**config.mk**
```make
export PLATFORM = sky130hd
export DESIGN_NAME = alu_sequencer_flat
export DESIGN_NICKNAME = d
export VERILOG_FILES = /design/src/rtl/alu_sequencer_pkg.sv /design/src/rtl/alu_sequencer_if.sv /design/src/rtl/alu_sequencer.sv /design/src/flat_wrapper.sv
export SDC_FILE = /design/constraint.sdc
export NUM_CORES = 1
export LEC_CHECK = 0
export ABC_AREA = 1
export CAP_MARGIN = 5
export CORE_MARGIN = 4
export CORE_UTILIZATION = 45
export CTS_CLUSTER_DIAMETER = 40
export DETAILED_ROUTE_END_ITERATION = 8
export PLACE_DENSITY_LB_ADDON = 0.05
export SYNTH_ARGS = -nofsm -noshare
export SYNTH_HDL_FRONTEND = slang
export SYNTH_SLANG_ARGS = --single-unit
```
**constraint.sdc**
```tcl
create_clock -name clk -period 3.8 [get_ports clk]
set_input_delay 0.76 -clock clk [delete_from_list [all_inputs] [get_ports clk]]
set_output_delay 0.76 -clock clk [all_outputs]
set_load 0.005 [all_outputs]
```
**src/rtl/alu_sequencer_pkg.sv**
```systemverilog
// rtl/alu_sequencer_pkg.sv - shared constants, command codes and FSM states for the ALU sequencer
package alu_seq_pkg;

  localparam logic [2:0] OP_ADD = 3'b000;
  localparam logic [2:0] OP_SUB = 3'b001;
  localparam logic [2:0] OP_NOT = 3'b010;
  localparam logic [2:0] OP_SL  = 3'b011;
  localparam logic [2:0] OP_SR  = 3'b100;
  localparam logic [2:0] OP_AND = 3'b101;
  localparam logic [2:0] OP_OR  = 3'b110;
  localparam logic [2:0] OP_ZLE = 3'b111;

  localparam logic [3:0] CMD_MUL = 4'b1000;

  typedef enum logic [2:0] {
    ST_IDLE,
    ST_EXEC,
    ST_MADD,
    ST_MSHL,
    ST_DONE
  } state_t;

  // Codes 1001..1111 carry no meaning and are answered with an error response.
  function automatic logic is_reserved(input logic [3:0] code);
    return code[3] && (code != CMD_MUL);
  endfunction

endpackage

```
**src/rtl/alu_sequencer_if.sv**
```systemverilog
// rtl/alu_sequencer_if.sv - command and response handshake bundle of the ALU sequencer
interface alu_sequencer_if #(
  parameter int WIDTH = 16
);
  logic             cmd_valid;
  logic             cmd_ready;
  logic [3:0]       cmd_code;
  logic [WIDTH-1:0] cmd_a;
  logic [WIDTH-1:0] cmd_b;
  logic             rsp_valid;
  logic             rsp_ready;
  logic [WIDTH-1:0] rsp_data;
  logic             rsp_cout;
  logic             rsp_zero;
  logic             rsp_err;

  modport master (
    output cmd_valid, cmd_code, cmd_a, cmd_b, rsp_ready,
    input  cmd_ready, rsp_valid, rsp_data, rsp_cout, rsp_zero, rsp_err
  );

  modport slave (
    input  cmd_valid, cmd_code, cmd_a, cmd_b, rsp_ready,
    output cmd_ready, rsp_valid, rsp_data, rsp_cout, rsp_zero, rsp_err
  );
endinterface

```
**src/rtl/alu_sequencer.sv**
```systemverilog
// rtl/alu_sequencer.sv - command-level controller for single ALU ops and shift-and-add multiply
module alu_sequencer
  import alu_seq_pkg::*;
#(
  parameter int WIDTH = 16
) (
  input  logic             clk,
  input  logic             rst_n,
  alu_sequencer_if.slave   bus,
  output logic [2:0]       alu_op,
  output logic [WIDTH-1:0] alu_a,
  output logic [WIDTH-1:0] alu_b,
  input  logic [WIDTH-1:0] alu_s,
  input  logic             alu_cout,
  input  logic             alu_zero
);

  state_t           state;
  logic [WIDTH-1:0] p_q;
  logic [WIDTH-1:0] m_q;
  logic [WIDTH-1:0] q_q;
  logic             sticky_q;
  logic [WIDTH-1:0] q_shr;

  // Multiplier is consumed LSB first; shifting it needs no ALU cycle.
  assign q_shr = q_q >> 1;

  // Main FSM: every output is a register, so the ALU inputs for a busy state
  // are loaded on the edge that enters that state.
  always_ff @(posedge clk or negedge rst_n) begin
    if (!rst_n) begin
      state         <= ST_IDLE;
      p_q           <= '0;
      m_q           <= '0;
      q_q           <= '0;
      sticky_q      <= 1'b0;
      alu_op        <= OP_ADD;
      alu_a         <= '0;
      alu_b         <= '0;
      bus.cmd_ready <= 1'b0;
      bus.rsp_valid <= 1'b0;
      bus.rsp_data  <= '0;
      bus.rsp_cout  <= 1'b0;
      bus.rsp_zero  <= 1'b0;
      bus.rsp_err   <= 1'b0;
    end else begin
      case (state)
        ST_IDLE: begin
          bus.cmd_ready <= 1'b1;
          if (bus.cmd_valid && bus.cmd_ready) begin
            bus.cmd_ready <= 1'b0;
            if (!bus.cmd_code[3]) begin
              alu_op <= bus.cmd_code[2:0];
              alu_a  <= bus.cmd_a;
              alu_b  <= bus.cmd_b;
              state  <= ST_EXEC;
            end else if (is_reserved(bus.cmd_code)) begin
              bus.rsp_data  <= '0;
              bus.rsp_cout  <= 1'b0;
              bus.rsp_zero  <= 1'b1;
              bus.rsp_err   <= 1'b1;
              bus.rsp_valid <= 1'b1;
              state         <= ST_DONE;
            end else begin
              p_q      <= '0;
              m_q      <= bus.cmd_a;
              q_q      <= bus.cmd_b;
              sticky_q <= 1'b0;
              if (bus.cmd_b == '0) begin
                bus.rsp_data  <= '0;
                bus.rsp_cout  <= 1'b0;
                bus.rsp_zero  <= 1'b1;
                bus.rsp_err   <= 1'b0;
                bus.rsp_valid <= 1'b1;
                state         <= ST_DONE;
              end else if (bus.cmd_b[0]) begin
                alu_op <= OP_ADD;
                alu_a  <= '0;
                alu_b  <= bus.cmd_a;
                state  <= ST_MADD;
              end else begin
                alu_op <= OP_SL;
                alu_a  <= bus.cmd_a;
                alu_b  <= WIDTH'(1);
                state  <= ST_MSHL;
              end
            end
          end
        end

        ST_EXEC: begin
          bus.rsp_data  <= alu_s;
          bus.rsp_cout  <= alu_cout;
          bus.rsp_zero  <= alu_zero;
          bus.rsp_err   <= 1'b0;
          bus.rsp_valid <= 1'b1;
          alu_op        <= OP_ADD;
          alu_a         <= '0;
          alu_b         <= '0;
          state         <= ST_DONE;
        end

        ST_MADD: begin
          p_q      <= alu_s;
          sticky_q <= sticky_q | alu_cout;
          alu_op   <= OP_SL;
          alu_a    <= m_q;
          alu_b    <= WIDTH'(1);
          state    <= ST_MSHL;
        end

        ST_MSHL: begin
          m_q <= alu_s;
          q_q <= q_shr;
          if (q_shr == '0) begin
            bus.rsp_data  <= p_q;
            bus.rsp_cout  <= sticky_q;
            bus.rsp_zero  <= (p_q == '0);
            bus.rsp_err   <= 1'b0;
            bus.rsp_valid <= 1'b1;
            alu_op        <= OP_ADD;
            alu_a         <= '0;
            alu_b         <= '0;
            state         <= ST_DONE;
          end else if (q_shr[0]) begin
            alu_op <= OP_ADD;
            alu_a  <= p_q;
            alu_b  <= alu_s;
            state  <= ST_MADD;
          end else begin
            alu_op <= OP_SL;
            alu_a  <= alu_s;
            alu_b  <= WIDTH'(1);
            state  <= ST_MSHL;
          end
        end

        ST_DONE: begin
          if (bus.rsp_ready) begin
            bus.rsp_valid <= 1'b0;
            bus.rsp_data  <= '0;
            bus.rsp_cout  <= 1'b0;
            bus.rsp_zero  <= 1'b0;
            bus.rsp_err   <= 1'b0;
            bus.cmd_ready <= 1'b1;
            state         <= ST_IDLE;
          end
        end

        default: state <= ST_IDLE;
      endcase
    end
  end

endmodule

```
**src/flat_wrapper.sv**
```systemverilog
// flat-port wrapper written by rule: the top's interface ports become plain ports
module alu_sequencer_flat import alu_seq_pkg::*;
#(
  parameter int WIDTH = 16
)
  (clk, rst_n, alu_op, alu_a, alu_b, alu_s, alu_cout, alu_zero, bus_cmd_valid, bus_cmd_code, bus_cmd_a, bus_cmd_b, bus_rsp_ready, bus_cmd_ready, bus_rsp_valid, bus_rsp_data, bus_rsp_cout, bus_rsp_zero, bus_rsp_err);
  alu_sequencer_if #(.WIDTH(WIDTH)) bus_i ();
  input  logic clk;
  input  logic rst_n;
  output logic [2:0] alu_op;
  output logic [WIDTH-1:0] alu_a;
  output logic [WIDTH-1:0] alu_b;
  input  logic [WIDTH-1:0] alu_s;
  input  logic alu_cout;
  input  logic alu_zero;
  input wire logic [$bits(bus_i.cmd_valid)-1:0] bus_cmd_valid;
  input wire logic [$bits(bus_i.cmd_code)-1:0] bus_cmd_code;
  input wire logic [$bits(bus_i.cmd_a)-1:0] bus_cmd_a;
  input wire logic [$bits(bus_i.cmd_b)-1:0] bus_cmd_b;
  input wire logic [$bits(bus_i.rsp_ready)-1:0] bus_rsp_ready;
  output wire logic [$bits(bus_i.cmd_ready)-1:0] bus_cmd_ready;
  output wire logic [$bits(bus_i.rsp_valid)-1:0] bus_rsp_valid;
  output wire logic [$bits(bus_i.rsp_data)-1:0] bus_rsp_data;
  output wire logic [$bits(bus_i.rsp_cout)-1:0] bus_rsp_cout;
  output wire logic [$bits(bus_i.rsp_zero)-1:0] bus_rsp_zero;
  output wire logic [$bits(bus_i.rsp_err)-1:0] bus_rsp_err;
  assign bus_i.cmd_valid = bus_cmd_valid;
  assign bus_i.cmd_code = bus_cmd_code;
  assign bus_i.cmd_a = bus_cmd_a;
  assign bus_i.cmd_b = bus_cmd_b;
  assign bus_i.rsp_ready = bus_rsp_ready;
  assign bus_cmd_ready = bus_i.cmd_ready;
  assign bus_rsp_valid = bus_i.rsp_valid;
  assign bus_rsp_data = bus_i.rsp_data;
  assign bus_rsp_cout = bus_i.rsp_cout;
  assign bus_rsp_zero = bus_i.rsp_zero;
  assign bus_rsp_err = bus_i.rsp_err;
  alu_sequencer #(.WIDTH(WIDTH)) u_core (.clk(clk), .rst_n(rst_n), .bus(bus_i), .alu_op(alu_op), .alu_a(alu_a), .alu_b(alu_b), .alu_s(alu_s), .alu_cout(alu_cout), .alu_zero(alu_zero));
endmodule
```
==> results.ini, run 1 <==
[status]
status=complete, no violations

[floorplan]
pin_count=114
rows=41
start_util_pct=45.74
die_h_um=121.0
die_area_um2=14650
fp.dieW_um=121.0
core_um2=12570

[hold_path]
hold_depth=2
holdPathEnd=u_core.alu_a[13]
min_from=u_core.alu_a[13]
hold_path.class=flop to flop

[setup_path]
arrival_ns=2.64
crit_family=buffers and inverters
worstPathCellList=clkdlybuf4s50_1, inv_1, o21ai_1, nand2_4, inv_4, o211ai_1, o21ai_1
end_kind=flop
path_common_cell=o21ai_1
r2r_setup_slack_ns=1.44
cpPeakStageDelay_ns=0.55
crit_required_ns=4.07
path_class=primary input to flop
r2r_cells=8
rr_endpoint=u_core.bus.rsp_data[5]
critical_path_buf_inv_count=3
cp_max_fo=45
reg2reg_from=u_core.q_q[4]
critPathSlowestCell=clkdlybuf4s50_1
start_kind=primary input

[drt]
wirelength_um=17570
drt_pass1_iterations=5
ant_nets=0
drt-wirelength-per-cell_um=16.48
drtIter0Drc=572
drc=0
num_vias=5662
vias_per_cell=5.311

[logic_synthesis]
synth.area.top_cells=dfrtp_1, nand2_1, nand3_1, inv_1, o21ai_0
synth_flop_cell=dfrtp_1
yosysTopAreaCellShare_pct=46.57
seq_area_frac_synth_pct=46.57
synth-edff-count=0
synth.most_common_cell=nand2_1
yosysUniqueCellTypes=25
synth_commonest_cells=nand2_1, nand3_1, dfrtp_1
synth_nets=859
postSynthCellCount=801
yosysWarnings=0
synth_area_um2=5749
yosysTopAreaCell=dfrtp_1
ys_ff_latch=107
async_flop_share_pct=100.0
avgSynthCellArea_um2=7.178

[timing]
tightest_slew_ns=1.068
finalMaxSlewViolations=0
finClkSkew_ns=0.007746
period_needed_ns=2.366
tns_ns=0
max_slew_margin_pct=28.80
clock.fmax_mhz=422.6
setup_viol=0
rsz0062_at_grt=false
worst_hold_slack_ns=0.4791
fin_crit_sh_pct=62.27
hold_violations=0

[place]
place_area_um2=6954
dp_cells=1051
portBuffers=113
dp_hpwl_um=12640
place.gp.congestion=0.8232

[global_route]
grt_max_degree=85
antenna_found_initial=0
grt_pass1_wl_um=28830
grtUsageTotal_pct=24.74
gr-total-overflow=0
grt_pass1_vias=5316

[clocking]
cts_setup_buffers=0
cts_buffers=9
cts_buffer_depth=2
cts_root_buffer=clkbuf_16
htreeDepth=3
insertion_delay_ns=0.35
clock_sinks=107
clk_pin_slew_worst_paths_ns=0.07
ctsResizeCount=0
hold_buffers=0
cts_tree=built

[power]
p_int_mw=3.203
power.total_mw=5.316
p_sw_mw=2.113
switching_share_pct=39.75
p_comb_share_pct=45.7
p_leak_nw=3.487
power_density_nw_per_um2=731.1
clockPowerShare_pct=18.9
ir_worst_vdd_mv=0.5084
power_frac_seq_pct=35.4

[finish]
stdcell_count=1066
areaGrowthSynthToFinish_pct=26.46
antenna-diode-count=0
nets=948
drive_above_1_share_pct=4.474
final_cell_area_um2=7271

[job]
maxCapViolCount=0

## placed cells by master (no fill, tap or decap), types with 12 or more instances in the layout
| master | n |
|---|---|
| nand2_1 | 309 |
| clkdlybuf4s50_1 | 112 |
| o211ai_1 | 22 |
| nand3_1 | 114 |
| o22ai_1 | 33 |
| nor2_1 | 32 |
| o21ai_1 | 12 |
| dfrtp_1 | 107 |
| inv_1 | 63 |
| o21ai_0 | 43 |
## cells by family (layout without fill, tap and decap cells)
family	Yosys count	in the layout	share of synthesized area [%]
simple gates	462	462	33.12
buf+inv	116	209	8.401
compound gates	116	116	11.90
flops	107	107	46.57
## through the flow
stage                     util (%)  worst slack (ns)
after floorplan                  -             2.042
after global placement       55.33             1.196
after detailed placement     55.33             1.078
after CTS                    57.85             1.436
after global routing         57.85             1.111
final                        57.85             1.434
## power groups by stage
stage,Sequential [mW],Combinational [mW],Clock [mW]
after floorplan,1.87,1.44,0
after global placement,1.88,2.38,0
after detailed placement,1.89,2.43,0
after CTS,1.88,2.44,1.02
after global routing,1.93,2.73,1.07
final,1.88,2.43,1.01
## sequential cells by signal, summed over array words and instances, names as in the netlist, 3 cells and up
register,flops
u_core.p_q,16
u_core.bus.rsp_data,16
u_core.alu_op,3
u_core.alu_a,16
u_core.state,3
u_core.m_q,16
u_core.q_q,15
u_core.alu_b,16
## layer usage
metal	wire length, um	share of wire (%)	global-route usage [%]
met1	8183	47	36.74
met2	7896	45	37.30
met3	1164	6.6	4.103
met4	328	1.9	7.082
met5	0	0	0
## worst max-delay path by stage
stage	from	to	slack [ns]	depth (start not counted)
floorplan	bus_cmd_b[5]	u_core.state[2]	2.04	8
global placement	bus_cmd_code[3]	u_core.q_q[2]	1.20	7
detailed placement	bus_cmd_code[3]	u_core.bus.rsp_data[5]	1.08	8
CTS	bus_cmd_code[3]	u_core.bus.rsp_data[5]	1.44	8
global route	u_core.q_q[4]	u_core.bus.rsp_data[11]	1.11	8
finish	bus_cmd_code[3]	u_core.q_q[12]	1.43	7
## area by class of cell
type	count	area [um^2]
multi-input cells	578	2589
flip-flops and latches	107	2678
repair buffers	123	1204
clock buffers	10	239.0
fillers	1210	5298
inverters	71	269.0
clock inverters	5	77.57
well taps	172	215.2
## worst reg2reg max path, cell delays in order (launching register included)
cell and delay [ns]:
dfrtp_1 0.38, nor2_1 0.12, nand2_1 0.06, nor2_1 0.12, nand2_1 0.48, a21oi_1 0.40
nand2_1 0.43, nand2_1 0.19, nand2_1 0.07
No activity file was read; power rests on OpenSTA's default activity.
==> run 2, diff against run 1 <==
- clock period: 3.8 -> 2.3 ns (I/O delays scaled with it)
==> run 2 against run 1 <==
Clock power up 61%. Utilization up 1.4 points. Sequential cell count unchanged. Largest cell class unchanged. Highest routed layer unchanged.
==> results.ini, run 2 (same netlist as run 1, synthesis figures left out) <==
[job]
maxCapViolCount=0

[floorplan]
start_util_pct=45.74
die_area_um2=14650
rows=41
die_h_um=121.0
core_um2=12570
pin_count=114
fp.dieW_um=121.0

[setup_path]
crit_required_ns=2.52
path_common_cell=inv_2
cp_max_fo=35
end_kind=flop
worstPathCellList=inv_2, nand2_1, nor2_4, inv_2, o21ai_2, nand2_4, inv_4, buf_12, o211ai_1, o21ai_0
critPathSlowestCell=inv_2
path_class=flop to flop
cpPeakStageDelay_ns=0.45
arrival_ns=2.18
start_kind=flop
crit_family=buffers and inverters
critical_path_buf_inv_count=4

[global_route]
grt_pass1_wl_um=28870
grt_pass1_vias=5423
grt_max_degree=81
gr-total-overflow=0
grtUsageTotal_pct=24.99
antenna_found_initial=0

[timing]
hold_violations=0
period_needed_ns=1.958
tns_ns=0
rsz0062_at_grt=false
fin_crit_sh_pct=85.13
clock.fmax_mhz=510.7
max_slew_margin_pct=53.86
tightest_slew_ns=0.6902
setup_viol=0
finClkSkew_ns=0.01091
finalMaxSlewViolations=0

[clocking]
hold_buffers=0
clk_pin_slew_worst_paths_ns=0.07
cts_setup_buffers=0
cts_tree=built
cts_buffers=9
cts_buffer_depth=2
insertion_delay_ns=0.35
htreeDepth=3
cts_root_buffer=clkbuf_16
ctsResizeCount=0
clock_sinks=107

[power]
p_leak_nw=3.581
power.total_mw=8.877
power_density_nw_per_um2=1192
ir_worst_vdd_mv=0.9615

[finish]
antenna-diode-count=0
layout_commonest_cell=nand2_1
stdcell_count=1083
nets=964
drive_above_1_share_pct=6.257
fillers=1198
multi_input_area_um2=2589
regArea_um2=2678
layout_common_cells=nand2_1, nand3_1, clkdlybuf4s50_1
areaGrowthSynthToFinish_pct=29.58

[drt]
wirelength_um=17740
drtIter0Drc=533
num_vias=5677
drc=0
vias_per_cell=5.242
drt_pass1_iterations=5
drt-wirelength-per-cell_um=16.38
ant_nets=0

[place]
portBuffers=113
dp_hpwl_um=13070
place.gp.congestion=0.9450
dp_cells=1067

[hold_path]
hold_path.class=primary input to asynchronous set/reset pin

[status]
status=complete, no violations

run 2: cell types whose count changed in the layout (fill, tap and decap cells not counted), sizes merged:
cell,delta
buf,+16
bufinv,-1
clkbuf,+1
inv,+1
run 2: cell type report:
| class | count | share of cell area, % |
|---|---|---|
| flip-flops and latches | 107 | 35.94 |
| well taps | 172 | 2.889 |
| inverters | 71 | 3.611 |
| clock inverters | 5 | 0.8062 |
| clock buffers | 11 | 3.393 |
| repair buffers | 139 | 18.61 |
| multi-input cells | 578 | 34.75 |
run 2: worst paths after layout:
check | startpoint | to | slack, ns | depth (start not counted)
max | u_core.state[2] | u_core.q_q[11] | 0.34 | 10
min | rst_n | u_core.alu_a[15] | 0.12 | 1
max reg2reg | u_core.state[2] | u_core.q_q[11] | 0.34 | 10
min reg2reg | u_core.bus.rsp_zero | u_core.bus.rsp_zero | 0.48 | 2
max in group asynchronous | rst_n | u_core.p_q[2] | 1.54 | 2
min in group clk | u_core.bus.rsp_zero | u_core.bus.rsp_zero | 0.48 | 2
run 2: per-stage QoR:
stage	instance area (um^2)	setup WS (ns)	util, %	hold WS, ns
after floorplan	5749	0.8091	-	0.1644
after global placement	7137	0.1413	56.78	0.4574
after detailed placement	7137	0.1015	56.78	0.4614
after CTS	7450	0.3681	59.27	0.1373
after global routing	7450	0.1948	59.27	0.1627
final	7450	0.3419	59.27	0.1231
run 2: worst register-to-register path, delay by kind of cell (launching register included):
family | cells | cell delay (ns)
simple gates | 3 | 0.30
flops | 1 | 0.44
buf+inv | 4 | 0.73
compound gates | 3 | 0.37
run 2: report_power, final:
group          total [mW]  switching, mW  internal, mW
sequential           3.10          0.437          2.67
combinational        4.14           2.36          1.78
clock                1.63          0.719         0.909
total                8.88           3.52          5.36
run 2: metal layers:
metal  global-route usage [%]  wire (um)  vias to the layer above
met5                        0          0                        -
met1                    36.41       8253                     2617
li1                         -          -                     2817
met4                    7.932        353                        0
met3                    3.590       1229                       22
met2                    38.52       7901                      221
==> run 3, diff against run 2 <==
- GPL_TIMING_DRIVEN: default -> 0
- PLACE_DENSITY: default -> 0.8
- PLACE_DENSITY_LB_ADDON: 0.05 -> default
==> run 3 against run 2 <==
Utilization fell by 0.15 points. Clock power barely moved. Hold slack improved by 0.078 ns. Wire length rose by 3.9%.
==> results.ini, run 3 (same netlist as run 1, synthesis figures left out) <==
[status]
status=complete, no violations

[timing]
fin_ws_ns=0.2793
finalMaxSlewViolations=0
tightest_slew_ns=0.8343
fin_crit_sh_pct=87.86
finClkSkew_ns=0.007987
period_needed_ns=2.021
max_slew_margin_pct=44.38
worst_hold_slack_ns=0.2006
setup_viol=0
clock.fmax_mhz=494.9
hold_violations=0
tns_ns=0
rsz0062_at_grt=false

[finish]
drive_above_1_share_pct=5.484
nets=984
layout_common_cells=nand2_1, nand3_1, clkdlybuf4s50_1
antenna-diode-count=0
layout_commonest_cell=nand2_1
areaGrowthSynthToFinish_pct=29.25

[global_route]
grt_pass1_vias=5771
gr-total-overflow=0
grt_max_degree=64
grtUsageTotal_pct=25.87
grt_pass1_wl_um=29680
antenna_found_initial=0

[hold_path]
hold_path.class=primary input to asynchronous set/reset pin

[place]
portBuffers=113
place.gp.congestion=0.9866
post-place-ws_ns=-0.02935
dp_hpwl_um=13950

[power]
p_sw_mw=3.518
clockPowerShare_pct=18.2
p_int_mw=5.418
power_frac_seq_pct=34.9
switching_share_pct=39.37
p_leak_nw=3.571
ir_worst_vdd_mv=0.7466
p_comb_share_pct=46.9
power_density_nw_per_um2=1203
power.total_mw=8.936

[clocking]
cts_tree=built
insertion_delay_ns=0.35
clock_sinks=107
clk_pin_slew_worst_paths_ns=0.07
cts_root_buffer=clkbuf_16
cts_setup_buffers=0
ctsResizeCount=0
cts_buffers=9
htreeDepth=3
hold_buffers=0
cts_buffer_depth=2

[floorplan]
start_util_pct=45.74
die_h_um=121.0
pin_count=114
fp.dieW_um=121.0
rows=41
die_area_um2=14650
core_um2=12570

[setup_path]
end_kind=flop
critPathSlowestCell=clkdlybuf4s50_1
worstPathCellList=clkdlybuf4s50_1, nand2_1, clkinv_1, nand2_1, o211ai_1, nand2_1, nand2_1
cpPeakStageDelay_ns=0.50
start_kind=primary input
path_common_cell=nand2_1
path_class=primary input to flop
arrival_ns=2.26
crit_required_ns=2.54
cp_max_fo=9

[drt]
wirelength_um=18430
num_vias=6059
drt-wirelength-per-cell_um=16.72
drtIter0Drc=677
drc=0
drt_pass1_iterations=8
ant_nets=0
vias_per_cell=5.498

[job]
maxCapViolCount=0

==> run 3: cell type report <==
| type | count | area (um^2) |
|---|---|---|
| plain buffers | 45 | 214.0 |
| clock buffers | 13 | 250.2 |
| clock inverters | 2 | 60.06 |
| fillers | 1151 | 5137 |
| inverters | 71 | 269.0 |
| multi-input cells | 578 | 2589 |
| flip-flops and latches | 107 | 2678 |
| well taps | 172 | 215.2 |
| repair buffers | 114 | 1156 |
==> run 3: stage by stage <==
stage	instances	util, %	cell area (um^2)
6_report	1102	59.12	7431
2_1_floorplan	801	-	5749
5_1_grt	1102	59.12	7431
3_5_place_dp	1087	56.66	7121
3_3_place_gp	1086	56.46	7096
4_1_cts	1102	59.12	7431
==> run 3: path summary, 6_finish.rpt <==
kind / startpoint / end / slack [ns] / cells past startpoint
worst max-delay path: bus_cmd_b[0] / u_core.alu_b[3] / 0.28 / 7
worst min-delay path: rst_n / u_core.bus.rsp_cout / 0.20 / 1
worst max register to register: u_core.state[0] / u_core.alu_a[14] / 0.38 / 8
worst min register to register: u_core.bus.rsp_data[5] / u_core.bus.rsp_data[5] / 0.48 / 2
max in group asynchronous: rst_n / u_core.alu_a[0] / 1.40 / 2
min in group clk: u_core.bus.rsp_data[5] / u_core.bus.rsp_data[5] / 0.48 / 2
==> run 3: power by group through the flow <==
stage	Clock [mW]	Sequential, mW	Combinational, mW
3_5_place_dp	0	3.12	4.16
3_3_place_gp	0	3.12	4.07
5_1_grt	1.73	3.21	4.69
4_1_cts	1.65	3.11	4.18
2_1_floorplan	0	3.10	2.39
6_report	1.63	3.12	4.19
==> run 3: layer usage <==
layer	vias to the layer above	global-route usage [%]	part of all wire (%)
met1	2803	36.68	42
met3	61	3.124	8.5
met2	342	39.35	45
met4	0	12.68	4.5
met5	-	0	0
li1	2853	-	-
==> run 3: critical path, delay by kind of cell <==
family	cells	cell delay [ns]
AND/OR/NAND/NOR	4	0.80
AO/OA/AOI/OAI	1	0.13
buffers and inverters	2	0.87
